`src/rtl/alu_operand_sequencer.sv`:
```
// Purpose: serial operand loader and result holder for the Pre_Alu combinational stage.
// Latency: result captured one edge after the B beat; at most one operation is in flight (4 cycles minimum).
// Backpressure: In_Ready is low from B capture until the result handshake; Res/Res_Valid hold while Res_Ready is low.
// Optional feature: define ALU_SEQ_COUNT_EN to add the 8-bit Op_Count completed-operation counter port.
module alu_operand_sequencer #(
    parameter int WIDTH = 4
) (
    input  logic             clk,
    input  logic             rst_n,
    input  logic [WIDTH-1:0] In_Data,
    input  logic             In_Sel,
    input  logic             In_Valid,
    output logic             In_Ready,
    output logic [WIDTH-1:0] A,
    output logic [WIDTH-1:0] B,
    output logic             Sel,
    input  logic [WIDTH-1:0] C,
    output logic [WIDTH-1:0] Res,
    output logic             Res_Valid,
    input  logic             Res_Ready
`ifdef ALU_SEQ_COUNT_EN
    ,
    output logic [7:0]       Op_Count
`endif
);

    typedef enum logic [1:0] {
        LOAD_A = 2'd0,
        LOAD_B = 2'd1,
        EXEC   = 2'd2,
        HOLD   = 2'd3
    } state_t;

    state_t state;
    state_t state_nxt;

    // Beats are accepted only while loading operands.
    logic in_fire;
    assign in_fire = In_Valid & In_Ready;

    // State register; reset returns to LOAD_A from anywhere.
    always_ff @(posedge clk) begin
        if (!rst_n) begin
            state <= LOAD_A;
        end else begin
            state <= state_nxt;
        end
    end

    // Next-state: two load beats, one execute cycle, then wait for the result handshake.
    always_comb begin
        state_nxt = state;
        case (state)
            LOAD_A:  if (in_fire)   state_nxt = LOAD_B;
            LOAD_B:  if (in_fire)   state_nxt = EXEC;
            EXEC:                   state_nxt = HOLD;
            HOLD:    if (Res_Ready) state_nxt = LOAD_A;
            default:                state_nxt = LOAD_A;
        endcase
    end

    // In_Ready is decoded from the state register alone so there is no path from In_Valid.
    always_comb begin
        In_Ready = 1'b0;
        case (state)
            LOAD_A:  In_Ready = 1'b1;
            LOAD_B:  In_Ready = 1'b1;
            default: In_Ready = 1'b0;
        endcase
    end

    // Operand and result registers; each changes only at its own capture edge.
    always_ff @(posedge clk) begin
        if (!rst_n) begin
            A         <= '0;
            B         <= '0;
            Sel       <= 1'b0;
            Res       <= '0;
            Res_Valid <= 1'b0;
        end else begin
            case (state)
                LOAD_A: begin
                    if (In_Valid) A <= In_Data;
                end
                LOAD_B: begin
                    if (In_Valid) begin
                        B   <= In_Data;
                        Sel <= In_Sel;
                    end
                end
                EXEC: begin
                    Res       <= C;
                    Res_Valid <= 1'b1;
                end
                HOLD: begin
                    if (Res_Ready) Res_Valid <= 1'b0;
                end
                default: ;
            endcase
        end
    end

`ifdef ALU_SEQ_COUNT_EN
    // Completed-operation counter, stepped on the result handshake; wraps naturally at 8 bits.
    always_ff @(posedge clk) begin
        if (!rst_n) begin
            Op_Count <= 8'd0;
        end else if ((state == HOLD) && Res_Ready) begin
            Op_Count <= Op_Count + 8'd1;
        end
    end
`endif

endmodule

```
`config.mk`:
```
export PLATFORM = sky130hd
export DESIGN_NAME = alu_operand_sequencer
export DESIGN_NICKNAME = d
export VERILOG_FILES = /design/src/rtl/alu_operand_sequencer.sv
export SDC_FILE = /design/constraint.sdc
export NUM_CORES = 1
export LEC_CHECK = 0
export CAP_MARGIN = 20
export CORE_MARGIN = 10
export CORE_UTILIZATION = 37
export DETAILED_ROUTE_END_ITERATION = 7
export PLACE_DENSITY = 0.73
export SYNTH_ARGS = -nofsm -noshare
export SYNTH_HDL_FRONTEND = slang
export SYNTH_SLANG_ARGS = --single-unit
```
`constraint.sdc`:
```
create_clock -name clk -period 1.2 [get_ports clk]
set_input_delay 0.18 -clock clk [delete_from_list [all_inputs] [get_ports clk]]
set_output_delay 0.18 -clock clk [all_outputs]
set_load 0.05 [all_outputs]
```
; ---- Word level (Yosys, flattened, before mapping)
; Index checks and enable logic that the tools add are counted.
[totals]
ff_bits = 16
word_cells = 27
in_bits = 13
out_inout_bits = 15
[classes]
n_reduce_logical = 7
eq_ne = 6
muxes = 7
bitwise = 1
[ops]
columns = op, count
row1 = $pmux 2 s4, 1
row2 = $mux 2, 3
row3 = $ne 2x2->1 const B, 3
row4 = $reduce_and 2->1, 3
row5 = $eq 2x2->1 const B, 2
row6 = $reduce_and 3->1, 1
row7 = $eq 2x1->1 const B, 1
row8 = $logic_not 2->1, 1
row9 = $mux 1, 2
row10 = $pmux 1 s2, 1
row11 = $reduce_bool 2->1, 1
row12 = $reduce_or 2->1, 1
row13 = $and 1x1->1, 1

; ---- Logic depth before layout (Yosys ltp)
[depth]
word_depth = 6
mapped_depth = 5
depth_no_buf = 5

; ---- Worst setup path before layout
; OpenSTA, ideal clock, no wires.
[synth_path]
path_type = register to output
from = reg state[0]
to = out In_Ready
required_ns = 1.020
n_path_buf = 0
setup_slack_ns = -0.042
path_stages_with_launch = 5
arrival_time_ns = 1.062
cell_sequence = dfxtp_1 -> inv_1 -> ha_1 -> nor2_1 -> inv_1
[synth_between]
elab_chain_len = 3
elab_cells_between_ends = 4
classes_between = 1 x eq/ne / 1 x mux / 2 x reduce/logical
[synth_rtl]
columns = item, line
row1 = from (decl), 34  ; state_t state;
row2 = from (signal assigned), 46  ; state <= state_nxt;
row3 = $eq 2x1->1 / $logic_not 2->1 (equally long branches), 65  ; case (state)
row4 = $reduce_or 2->1 (no source line) *, -
row5 = $mux 1 *, 65
row6 = to (decl), 13  ; output logic In_Ready,
; Mark *: on every way between the ends. The rest lies on a longest branch, timed or not.

; ---- Final worst setup path
[layout_path]
from = reg state[1]
to = out In_Ready
; The elaborated chain is that of the path after synthesis.

==> impl_metrics.tcl <==
set metrics [dict create \
    total_power_mw 3.068 \
    cellLeakagePower_nw 0.5116 \
    post_layout_worst_setup_margin_ns -0.1472 \
    regToRegEndpoint "state[0]" \
    routedWlPerCell_um 15.17 \
    clockRootBuffer "clkbuf_4" \
    cts_num_sinks 16 \
    number_of_rows_created_at_floorplan 15 \
    crit_required_ns 1.02 \
    mappedNetlistNets 94 \
    worst_hold_path.endpoint "Sel" \
    antenna_viol_nets_final 0 \
    critical_path.max_stage_delay_ns 0.36 \
    synth_sequential_area_ratio_pct 45.47 \
    crit_type "flop to primary output" \
    max_transition_margin_pct 83.84 \
    highest_delay_cell_along_the_critical_path "dfxtp_2" \
    htree_num_levels 1 \
    synth_top_area_share_pct 45.47 \
    multi_input_comb_area_um2 439.2 \
    critPathCaptureType "primary output" \
    most_frequent_standard_cell_in_the_layout_excluding_fill_and_tap_cells "buf_12" \
    timing_worst_slew_pin_value_ns 0.2417 \
    port_buffers 27 \
    worst-r2r-setup-slack_ns 0.04 \
    timing.critical_path.from_type "flop" \
    timing.final.hold_violations 0 \
    yosysWarningCount 0 \
    hold-worst-slack_ns 0.4765 \
    clock_pin_slew_worst_setup_and_hold_paths_ns 0.09 \
    area_of_the_core_mm2 0.001764 \
    antenna_found_initial 0 \
    post_synth.cell_area_avg_um2 9.269 \
    clk_path_buf_depth 2 \
    clkLatencyLatePin_ns 0.29 \
    pin_count 28 \
    gpl.final_weighted_congestion 0.7724 \
    max_freq_mhz 742.3 \
    drt-vias-per-instance 4.779 \
    post_synth_instance_area_um2 704.4 \
    number_of_max_slew_violations_in_the_final_report 0 \
    power.density_mw_per_mm2 2251 \
    cts_tree "yes" \
    min-delay-path-class "input pin to flop" \
    initial_utilization_pct 39.93 \
    netlist-cell-type-count 14 \
    failed_checks "setup timing" \
    final.period_utilization_pct 112.3 \
    dieHeight_um 63.64 \
    worst_ep_arrival_time_ns 1.17 \
    dp_slack_ns -0.05003 \
    cts_buffers 3 \
    ctsHoldBuffers 0 \
    grt_first_pass_wirelength_mm 3.436 \
    netlist_instances 76 \
    place.detailed.hpwl_mm 1.512 \
    hold_path.startpoint "In_Sel" \
    dieWidth_um 63.64 \
    synthDominantAreaCellType "dfxtp_1" \
    first_global_vias 700 \
    track_usage_pct 10.79 \
    timing.critical_path.cells "inv_4, ha_4, nor2_4, inv_2, buf_8" \
    initialDrtViolationCount 2 \
    design.final.nets 134 \
    setup_viol 1 \
    global_route.overflow_total 0 \
    clock-skew-final_ns 0.0006082 \
    vdd.ir_drop.worst_mv 1.723 \
    syn_to_final_growth_pct 93.43 \
    reg_to_reg_start "state[0]" \
    drtPass1Iterations 3 \
    critical_path.max_fanout 3 \
    netlist_top_cells_area "dfxtp_1, a21boi_0, ha_1, mux2i_1, nand2_1" \
    wl_mm 2.124 \
    path_buf_inv 3 \
    dr_total_vias 669 \
    post_route_cells_drive_above_1_share_pct 41.74 \
    register_area_um2 325.3 \
    dieArea_mm2 0.004049 \
    ys_seq_elements 16 \
    drc 0 \
    min_period_ns 1.347 \
    hold_depth 3 \
    grt_max_degree 19 \
    grt_setup_unrepaired "yes" \
    cell_family_contributing_the_most_delay_on_the_critical_path "flip-flops" \
    register_to_register_path_depth 6 \
    diode_count 0 \
    num-fill-cells 122 \
    status "finished, violations left" \
    layout_common_cells "buf_12, dfxtp_1, nand2_1, clkdlybuf4s50_1, buf_4" \
    max_cap_violations 0 \
]
[cells in the mapped netlist]
master / n
nor2b_1: 5
a22oi_1: 1
o21ai_0: 1
a21boi_0: 9
o22ai_2: 1
ha_1: 5
nand2_1: 15
buf_4: 1
buf_2: 2
nand3_1: 9
nor2_1: 1
mux2i_1: 6
inv_1: 4
dfxtp_1: 16
[final cells by class]
cell class	instances	area share, %
well taps	25	2.296
inverters	4	1.469
clock buffers	4	2.663
repair buffers	38	37.47
flip-flops and latches	16	23.88
multi-input cells	53	32.23
[report_power, final]
| group | internal (mW) | switching [mW] | total [mW] |
|---|---|---|---|
| sequential | 0.666 | 0.135 | 0.801 |
| clock | 0.185 | 0.173 | 0.358 |
| combinational | 0.935 | 0.973 | 1.91 |
| total | 1.79 | 1.28 | 3.07 |
[what timing repair did]
action                                 CTS  global route
gates resized for setup                 22            11
pin swaps                                3             5
setup buffers                            4             3
endpoints found under the hold margin    0             0
setup endpoints to repair                7            16
[flip-flops by register name, summed over array words and instances, names as in the netlist]
register	flops
Sel	1
state	2
A	4
B	4
Res_Valid	1
Res	4
[layer usage]
metal  GRT usage [%]  vias to the layer above  part of all wire (%)
met3           4.594                        7                   6.4
met4           6.284                        0                   2.9
li1                -                      333                     -
met2           17.59                       25                    50
met5               0                        -                     0
met1           11.32                      304                    41
[metrics by stage]
step                 TNS [ns]  util, %  std cells  instance area, um2
global placement    -0.003805    67.52        132                1191
global route          -0.2438    77.23        140                1363
floorplan            -0.05607        -         76               704.4
detailed placement    -0.1799    67.52        132                1191
CTS                   -0.1558    75.53        140                1333
finish                -0.1472    77.23        140                1363
[worst register-to-register path, cell delays in order, from the launching register on]
cell and delay (ns):
dfxtp_4 0.38, inv_4 0.07, ha_4 0.14, nor2_4 0.04, buf_4 0.13, o22ai_4 0.12
mux2i_1 0.22
[worst max path at each step]
| stage | from | endpoint | slack, ns | cells after the start |
|---|---|---|---|---|
| 5_1_grt | state[1] | In_Ready | -0.20 | 5 |
| 3_3_place_gp | In_Valid | state[0] | -0.004 | 4 |
| 3_5_place_dp | In_Valid | state[0] | -0.05 | 4 |
| 4_1_cts | state[1] | In_Ready | -0.16 | 5 |
| 6_report | state[1] | In_Ready | -0.15 | 5 |
| 2_1_floorplan | state[0] | state[0] | -0.03 | 5 |
[cells by family after synthesis]
logic type / synth area share, %
AO/OA/AOI/OAI: 13.14
flip-flops: 45.47
adder cells (fa/ha/maj): 8.881
buffers and inverters: 4.618
multiplexers: 8.526
AND/OR/NAND/NOR: 19.36
Note: power is estimated with default switching activity, not from simulation.
